## config.mk

```make
export PLATFORM = sky130hd
export DESIGN_NAME = muldiv_sequencer_flat
export DESIGN_NICKNAME = d
export VERILOG_FILES = /design/src/rtl/muldiv_sequencer_pkg.sv /design/src/rtl/muldiv_sequencer_if.sv /design/src/rtl/muldiv_sequencer_datapath.sv /design/src/rtl/muldiv_sequencer.sv /design/src/flat_wrapper.sv
export SDC_FILE = /design/constraint.sdc
export NUM_CORES = 1
export LEC_CHECK = 0
export CORE_MARGIN = 2
export CORE_UTILIZATION = 45
export CTS_CLUSTER_DIAMETER = 200
export CTS_CLUSTER_SIZE = 25
export DETAILED_ROUTE_END_ITERATION = 10
export GPL_TIMING_DRIVEN = 0
export PLACE_DENSITY = 0.61
export SETUP_SLACK_MARGIN = 0.1
export SLEW_MARGIN = 20
export SYNTH_ARGS = -nofsm -noshare
export SYNTH_HDL_FRONTEND = slang
export SYNTH_HIERARCHICAL = 1
export SYNTH_SLANG_ARGS = --single-unit
export TNS_END_PERCENT = 10
```

## constraint.sdc

```tcl
create_clock -name clk -period 5.5 [get_ports clk]
set_input_delay 1.1 -clock clk [delete_from_list [all_inputs] [get_ports clk]]
set_output_delay 1.1 -clock clk [all_outputs]
set_load 0.1 [all_outputs]
```

## src/rtl/muldiv_sequencer_pkg.sv

```systemverilog
// Shared definitions for the iterative multiply/divide engine: operation
// encodings, FSM state encodings, default operand width and op decode helpers.
package muldiv_sequencer_pkg;

  localparam int WIDTH_DEFAULT = 32;

  typedef enum logic [1:0] {
    MD_MULT  = 2'b00,
    MD_MULTU = 2'b01,
    MD_DIV   = 2'b10,
    MD_DIVU  = 2'b11
  } md_op_e;

  typedef enum logic [1:0] {
    ST_IDLE  = 2'b00,
    ST_CALC  = 2'b01,
    ST_FIXUP = 2'b10,
    ST_DONE  = 2'b11
  } md_state_e;

  function automatic logic op_is_div(input md_op_e op);
    return op[1];
  endfunction

  function automatic logic op_is_signed(input md_op_e op);
    return ~op[0];
  endfunction

endpackage

```

## src/rtl/muldiv_sequencer_if.sv

```systemverilog
// Pipeline <-> mult/div engine handshake. The pipeline side is the master,
// the sequencer is the slave.
interface muldiv_sequencer_if
  import muldiv_sequencer_pkg::*;
#(
  parameter int WIDTH = WIDTH_DEFAULT
) ();

  logic             start;
  md_op_e           op;
  logic [WIDTH-1:0] a;
  logic [WIDTH-1:0] b;
  logic             cancel;
  logic             busy;
  logic             done;
  logic [WIDTH-1:0] hi;
  logic [WIDTH-1:0] lo;
  logic             divzero;

  modport master (
    output start, op, a, b, cancel,
    input  busy, done, hi, lo, divzero
  );

  modport slave (
    input  start, op, a, b, cancel,
    output busy, done, hi, lo, divzero
  );

endinterface

```

## src/rtl/muldiv_sequencer_datapath.sv

```systemverilog
// Radix-2 shift-add multiplier / restoring divider datapath. Holds the
// 2*WIDTH accumulator, operand magnitudes and sign flags, and produces the
// sign-corrected HI/LO result combinationally for the FIXUP cycle.
// Optional build macro: MULDIV_EARLY_EXIT_EN (multiply terminates once the
// remaining multiplier is zero; the product is realigned at fixup).
module muldiv_datapath
  import muldiv_sequencer_pkg::*;
#(
  parameter int WIDTH = WIDTH_DEFAULT,
  parameter int CW    = $clog2(WIDTH) + 1
) (
  input  logic             clk,
  input  logic             reset,
  input  logic             load,
  input  logic             step,
  input  md_op_e           op,
  input  logic [WIDTH-1:0] a,
  input  logic [WIDTH-1:0] b,
  input  logic [CW-1:0]    count,
  output logic             calc_last,
  output logic [WIDTH-1:0] res_hi,
  output logic [WIDTH-1:0] res_lo,
  output logic             res_dz
);

  logic [2*WIDTH-1:0] acc;
  logic [WIDTH-1:0]   dvs;
  logic [WIDTH-1:0]   mplr;
  logic [WIDTH-1:0]   raw_a;
  logic               sign_a;
  logic               sign_b;
  logic               is_div;

  logic               sa_in;
  logic               sb_in;
  logic [WIDTH-1:0]   mag_a;
  logic [WIDTH-1:0]   mag_b;
  logic [WIDTH:0]     mul_sum;
  logic [2*WIDTH-1:0] mul_next;
  logic [WIDTH:0]     div_trial;
  logic [2*WIDTH-1:0] div_next;
  logic [2*WIDTH-1:0] prod;
  logic [2*WIDTH-1:0] prod_fix;

  assign sa_in = op_is_signed(op) & a[WIDTH-1];
  assign sb_in = op_is_signed(op) & b[WIDTH-1];
  assign mag_a = sa_in ? -a : a;
  assign mag_b = sb_in ? -b : b;

  // Multiplicand is added into the upper half; the carry becomes the new MSB.
  assign mul_sum  = {1'b0, acc[2*WIDTH-1:WIDTH]} + {1'b0, (mplr[0] ? dvs : {WIDTH{1'b0}})};
  assign mul_next = {mul_sum, acc[WIDTH-1:1]};

  // The shifted remainder can need WIDTH+1 bits, so the trial uses the bit
  // shifted out of the remainder as well; bit WIDTH of the result is the borrow.
  assign div_trial = acc[2*WIDTH-1:WIDTH-1] - {1'b0, dvs};
  assign div_next  = div_trial[WIDTH] ? {acc[2*WIDTH-2:0], 1'b0}
                                      : {div_trial[WIDTH-1:0], acc[WIDTH-2:0], 1'b1};

`ifdef MULDIV_EARLY_EXIT_EN
  assign calc_last = (count == CW'(1)) || (!is_div && (mplr[WIDTH-1:1] == '0));
  // Skipped iterations leave the product high in the accumulator.
  assign prod      = acc >> count;
`else
  assign calc_last = (count == CW'(1));
  assign prod      = acc;
`endif

  assign prod_fix = (sign_a ^ sign_b) ? -prod : prod;

  // Operand capture at start, then one multiply or divide iteration per step.
  always_ff @(posedge clk or negedge reset) begin
    if (!reset) begin
      acc    <= '0;
      dvs    <= '0;
      mplr   <= '0;
      raw_a  <= '0;
      sign_a <= 1'b0;
      sign_b <= 1'b0;
      is_div <= 1'b0;
    end else if (load) begin
      is_div <= op_is_div(op);
      sign_a <= sa_in;
      sign_b <= sb_in;
      raw_a  <= a;
      if (op_is_div(op)) begin
        acc  <= {{WIDTH{1'b0}}, mag_a};
        dvs  <= mag_b;
        mplr <= '0;
      end else begin
        acc  <= '0;
        dvs  <= mag_a;
        mplr <= mag_b;
      end
    end else if (step) begin
      if (is_div) begin
        acc <= div_next;
      end else begin
        acc  <= mul_next;
        mplr <= mplr >> 1;
      end
    end
  end

  // Sign correction and divide-by-zero override for the FIXUP cycle.
  always_comb begin
    res_hi = '0;
    res_lo = '0;
    res_dz = is_div && (dvs == '0);
    if (!is_div) begin
      res_hi = prod_fix[2*WIDTH-1:WIDTH];
      res_lo = prod_fix[WIDTH-1:0];
    end else if (res_dz) begin
      res_hi = raw_a;
      res_lo = '1;
    end else begin
      res_hi = sign_a ? -acc[2*WIDTH-1:WIDTH] : acc[2*WIDTH-1:WIDTH];
      res_lo = (sign_a ^ sign_b) ? -acc[WIDTH-1:0] : acc[WIDTH-1:0];
    end
  end

endmodule

```

## src/rtl/muldiv_sequencer.sv

```systemverilog
// Multiply/divide sequencer for the execute stage: FSM, iteration counter,
// handshake and the HI/LO result registers around muldiv_datapath.
// Optional build macro: MULDIV_EARLY_EXIT_EN (handled in the datapath's
// calc_last / realignment logic).
//
// state    | meaning
// ---------+---------------------------------------------------------
// ST_IDLE  | waiting for start; hi/lo hold the last result
// ST_CALC  | one multiply/divide iteration per cycle, count decrements
// ST_FIXUP | sign correction / div-by-zero override, registers hi/lo
// ST_DONE  | one-cycle done (and divzero) pulse, back to idle
module muldiv_sequencer
  import muldiv_sequencer_pkg::*;
#(
  parameter int WIDTH = WIDTH_DEFAULT
) (
  input logic              clk,
  input logic              reset,
  muldiv_sequencer_if.slave bus
);

  localparam int CW = $clog2(WIDTH) + 1;

  md_state_e        state_q;
  md_state_e        state_d;
  logic [CW-1:0]    count_q;
  logic             load;
  logic             step;
  logic             fix;
  logic             calc_last;
  logic [WIDTH-1:0] res_hi;
  logic [WIDTH-1:0] res_lo;
  logic             res_dz;
  logic [WIDTH-1:0] hi_q;
  logic [WIDTH-1:0] lo_q;
  logic             dz_q;

  muldiv_datapath #(
    .WIDTH (WIDTH),
    .CW    (CW)
  ) u_datapath (
    .clk       (clk),
    .reset     (reset),
    .load      (load),
    .step      (step),
    .op        (bus.op),
    .a         (bus.a),
    .b         (bus.b),
    .count     (count_q),
    .calc_last (calc_last),
    .res_hi    (res_hi),
    .res_lo    (res_lo),
    .res_dz    (res_dz)
  );

  // State register.
  always_ff @(posedge clk or negedge reset) begin
    if (!reset) state_q <= ST_IDLE;
    else        state_q <= state_d;
  end

  // Next-state and datapath strobes; cancel wins over start and aborts
  // CALC/FIXUP without touching hi/lo.
  always_comb begin
    state_d = state_q;
    load    = 1'b0;
    step    = 1'b0;
    fix     = 1'b0;
    case (state_q)
      ST_IDLE: begin
        if (bus.start && !bus.cancel) begin
          load    = 1'b1;
          state_d = ST_CALC;
        end
      end
      ST_CALC: begin
        if (bus.cancel) begin
          state_d = ST_IDLE;
        end else begin
          step = 1'b1;
          if (calc_last) state_d = ST_FIXUP;
        end
      end
      ST_FIXUP: begin
        if (bus.cancel) begin
          state_d = ST_IDLE;
        end else begin
          fix     = 1'b1;
          state_d = ST_DONE;
        end
      end
      default: state_d = ST_IDLE;
    endcase
  end

  // Iteration down-counter.
  always_ff @(posedge clk or negedge reset) begin
    if (!reset)    count_q <= '0;
    else if (load) count_q <= CW'(WIDTH);
    else if (step) count_q <= count_q - 1'b1;
  end

  // Result registers; only a completed FIXUP changes them.
  always_ff @(posedge clk or negedge reset) begin
    if (!reset) begin
      hi_q <= '0;
      lo_q <= '0;
      dz_q <= 1'b0;
    end else if (fix) begin
      hi_q <= res_hi;
      lo_q <= res_lo;
      dz_q <= res_dz;
    end
  end

  assign bus.busy    = (state_q == ST_CALC) || (state_q == ST_FIXUP);
  assign bus.done    = (state_q == ST_DONE);
  assign bus.divzero = (state_q == ST_DONE) && dz_q;
  assign bus.hi      = hi_q;
  assign bus.lo      = lo_q;

endmodule

```

## src/flat_wrapper.sv

```systemverilog
// flat-port wrapper written by rule: the top's interface ports become plain ports
module muldiv_sequencer_flat import muldiv_sequencer_pkg::*;
#(
  parameter int WIDTH = WIDTH_DEFAULT
)
  (clk, reset, bus_start, bus_op, bus_a, bus_b, bus_cancel, bus_busy, bus_done, bus_hi, bus_lo, bus_divzero);
  muldiv_sequencer_if #(.WIDTH(WIDTH)) bus_i ();
  input logic clk;
  input logic reset;
  input wire logic [$bits(bus_i.start)-1:0] bus_start;
  input wire logic [$bits(bus_i.op)-1:0] bus_op;
  input wire logic [$bits(bus_i.a)-1:0] bus_a;
  input wire logic [$bits(bus_i.b)-1:0] bus_b;
  input wire logic [$bits(bus_i.cancel)-1:0] bus_cancel;
  output wire logic [$bits(bus_i.busy)-1:0] bus_busy;
  output wire logic [$bits(bus_i.done)-1:0] bus_done;
  output wire logic [$bits(bus_i.hi)-1:0] bus_hi;
  output wire logic [$bits(bus_i.lo)-1:0] bus_lo;
  output wire logic [$bits(bus_i.divzero)-1:0] bus_divzero;
  assign bus_i.start = bus_start;
  assign bus_i.op = bus_op;
  assign bus_i.a = bus_a;
  assign bus_i.b = bus_b;
  assign bus_i.cancel = bus_cancel;
  assign bus_busy = bus_i.busy;
  assign bus_done = bus_i.done;
  assign bus_hi = bus_i.hi;
  assign bus_lo = bus_i.lo;
  assign bus_divzero = bus_i.divzero;
  muldiv_sequencer #(.WIDTH(WIDTH)) u_core (.clk(clk), .reset(reset), .bus(bus_i));
endmodule
```

==> flow_summary.json <==
{
  "cp.required_ns": 5.89,
  "synth_cell_type_count": 80,
  "cts_buffer_depth": 3,
  "drc_errors": 0,
  "period_share_pct": 93.2,
  "final_cell_area_sq_mm": 0.0206,
  "grt_pass1_vias": 16900,
  "setup_viol": 0,
  "grt_overflow": 0,
  "grt_usage_pct": 33.3,
  "hold_viol_final": 0,
  "path_max_fanout": 10,
  "worstReg2RegStart": "u_core/u_datapath/acc[31]",
  "synthCells": 2147,
  "maxCapViolations": 0,
  "synth_warnings": 6,
  "wirelength_um": 70000,
  "coreArea_sq_mm": 0.0398,
  "synth_area_leaders": "dfrtp_1, mux2_2, o21ai_0",
  "cp-startpoint": "u_core/u_datapath/acc[31]",
  "r2r_slack_ns": 0.37,
  "skew_ns": 0.0284,
  "numCtsBuffers": 13,
  "start_util_pct": 45.6,
  "ctsResizeCount": 0,
  "power_mw": 15.0,
  "power_density_mw_per_mm2": 727,
  "synth_top_area_share_pct": 32.5,
  "slew_violations": 0,
  "vias": 17800,
  "ff2ff_path_depth": 14,
  "syn-num-nets": 2292,
  "hold_depth": 1,
  "irDropWorstVdd_mv": 0.538,
  "p_clk_share_pct": 7.0,
  "synth-main-ff-cell": "dfrtp_1",
  "fmax_ghz": 0.195,
  "layout.nets": 2445,
  "path_class": "register to register",
  "grt_pass1_wl_um": 106000,
  "dpl-instance-area_sq_mm": 0.0202,
  "drt_first_iter_violations": 1932,
  "crit_arrival_ns": 5.52,
  "viasPerCell": 6.30,
  "cts_sinks": 236,
  "yosys.area.top_type": "dfrtp_1",
  "rsz0062_at_grt": "false",
  "sw_frac_of_total_pct": 56.0,
  "synth.cell_area_sq_mm": 0.0182,
  "pin_count": 137,
  "ys_ff_latch": 236,
  "hold_buffers": 0,
  "die_y_um": 205,
  "tightest_slew_ns": 1.00,
  "antennaDiodeCount": 0,
  "crit-reg2reg-capture": "u_core/u_datapath/acc[55]",
  "port-buffer-count": 136,
  "die_x_um": 205,
  "post_cts_buffers": 0,
  "drt_pass1_iterations": 6,
  "wire_per_inst_um": 24.8,
  "gp_congestion": 0.991,
  "cts_tree": "done",
  "power.share.combinational_pct": 69.5,
  "min_from": "u_core/bus.hi[26]",
  "cellLeakagePower_nw": 8.47,
  "antenna_found_initial": 2,
  "switching_power_mw": 8.38,
  "p_int_mw": 6.59,
  "htree_levels": 1,
  "path_clk_slew_ns": 0.12,
  "period_minus_slack_ns": 5.13,
  "cp-start-kind": "register",
  "power.share.sequential_pct": 23.6,
  "hpwlAfterDp_um": 55000,
  "ys_seq_area_share_pct": 32.5,
  "ys_async_sr_fraction_pct": 100,
  "hold_path_end": "u_core/bus.hi[26]",
  "die-area_sq_mm": 0.0420,
  "drive_above_1_share_pct": 7.35,
  "status": "complete, no violations",
  "grt_max_degree": 85,
  "ant_nets": 0,
  "slew_headroom_pct": 31.6,
  "hold_path.class": "register to register",
  "synth.avg_cell_area_sq_um": 8.46,
  "clock_latency_ns": 0.50,
  "row_count": 73,
  "syn2layout_area_growth_pct": 13.3,
  "end_kind": "register",
  "cts_root_buffer": "clkbuf_16",
  "synth_edf_count": 0
}
## registers in the layout, indices dropped and copies added (netlist names)
name and cells:
u_core/bus.hi 32, u_core/u_datapath/raw_a 32, u_core/u_datapath/acc 64, u_core/u_datapath/mplr 32, u_core/u_datapath/dvs 32, u_core/state_q 2, u_core/count_q 6, u_core/u_datapath/is_div 1
u_core/dz_q 1, u_core/u_datapath/sign_b 1, u_core/u_datapath/sign_a 1, u_core/bus.lo 32
## Yosys cell counts (all sizes together) (5+ instances only)
cell and number:
dfrtp 236, o21ai 202, nand2 190, nor2 162, a21oi 140, mux2 105
clkbuf 103, xnor2 96, xor2 76, inv 75, mux2i 74, ha 73
o22ai 59, nor3 54, nand3 42, and2 37, buf 34, or3 28
a211oi 27, a21o 27, o211ai 27, nand2b 24, nor4 22, a31oi 21
o31ai 18, nor2b 15, o21a 15, or4 15, nand4 14, o21bai 10
o41ai 10, a22oi 9, and3 9, nor3b 9, a221oi 6, o221ai 6
o32ai 6, a31o 5, a32oi 5, nand3b 5, nor4b 5, or2 5
## power by group through the flow
stage,logic (mW),registers [mW],clock network (mW)
after floorplan,5.90,4.80,0
after global placement,10.1,3.51,0
after detailed placement,10.2,3.53,0
after CTS,10.2,3.49,1.07
after global routing,11.2,3.60,1.13
final,10.4,3.53,1.04
## critical path: stages (launching register included)
cell and delay, ns:
dfrtp_1 0.45, inv_1 0.14, ha_1 0.26, fa_1 0.41, nand2b_1 0.20, a21oi_1 0.25, o211ai_1 0.26, a2111oi_0 0.95
nand2b_1 0.29, a311o_1 0.40, buf_2 0.37, buf_1 0.61, nor2_1 0.12, a32oi_1 0.20, nand3_1 0.10
## placed cells by master, fill, tap and decap left out, drive strengths merged, types with 28 or more instances in the layout
cell	n
dfrtp	236
o21ai	202
nand2	190
nor2	162
a21oi	140
clkdlybuf4s50	135
clkbuf	116
mux2	105
xnor2	96
xor2	76
inv	76
mux2i	74
ha	73
o22ai	59
nor3	54
nand3	42
and2	37
buf	37
or3	28
## through the flow
stage / TNS, ns / setup slack [ns] / hold WS [ns] / instances / util, %
floorplan: 0 / 2.08 / 0.473 / 2147 / -
global placement: -1644.15 / -6.99 / 0.488 / 2808 / 50.7
detailed placement: 0 / 0.516 / 0.491 / 2810 / 50.8
CTS: 0 / 0.601 / 0.515 / 2824 / 51.7
global route: 0 / 0.192 / 0.524 / 2824 / 51.7
finish: 0 / 0.372 / 0.515 / 2824 / 51.7
## worst max-delay path by stage
stage | end | cells after the start
final | u_core/u_datapath/acc[55] | 14
after global routing | u_core/u_datapath/acc[55] | 14
after detailed placement | u_core/u_datapath/mplr[20] | 8
after floorplan | u_core/u_datapath/acc[29] | 8
after CTS | u_core/u_datapath/acc[48] | 13
after global placement | u_core/u_datapath/acc[48] | 1
## cell families after synthesis
kind of cell	share of synthesized area (%)
fa+ha+maj	5.25
simple gates	17.6
mux	10.6
buf+inv	4.63
flops	32.5
compound gates	21.1
xor+xnor	8.30
## routing by layer
metal / share of wire [%] / global-route usage [%] / vias up
met3: 8.4 / 4.33 / 143
met2: 42 / 49.5 / 904
met5: 0 / 0 / -
met4: 5.1 / 14.6 / 0
li1: - / - / 8071
met1: 44 / 48.3 / 8680
## cell type report
type                       count  area (sq um)
fill                        3941         19200
inverter                      75           282
buffer                       138           559
sequential                   236          5910
timing repair buffer         138          1420
clock inverter                 1          16.3
multi-input combinational   1698         11400
clock buffer                  13           325
tap                          525           657
No activity file was read; power rests on OpenSTA's default activity.
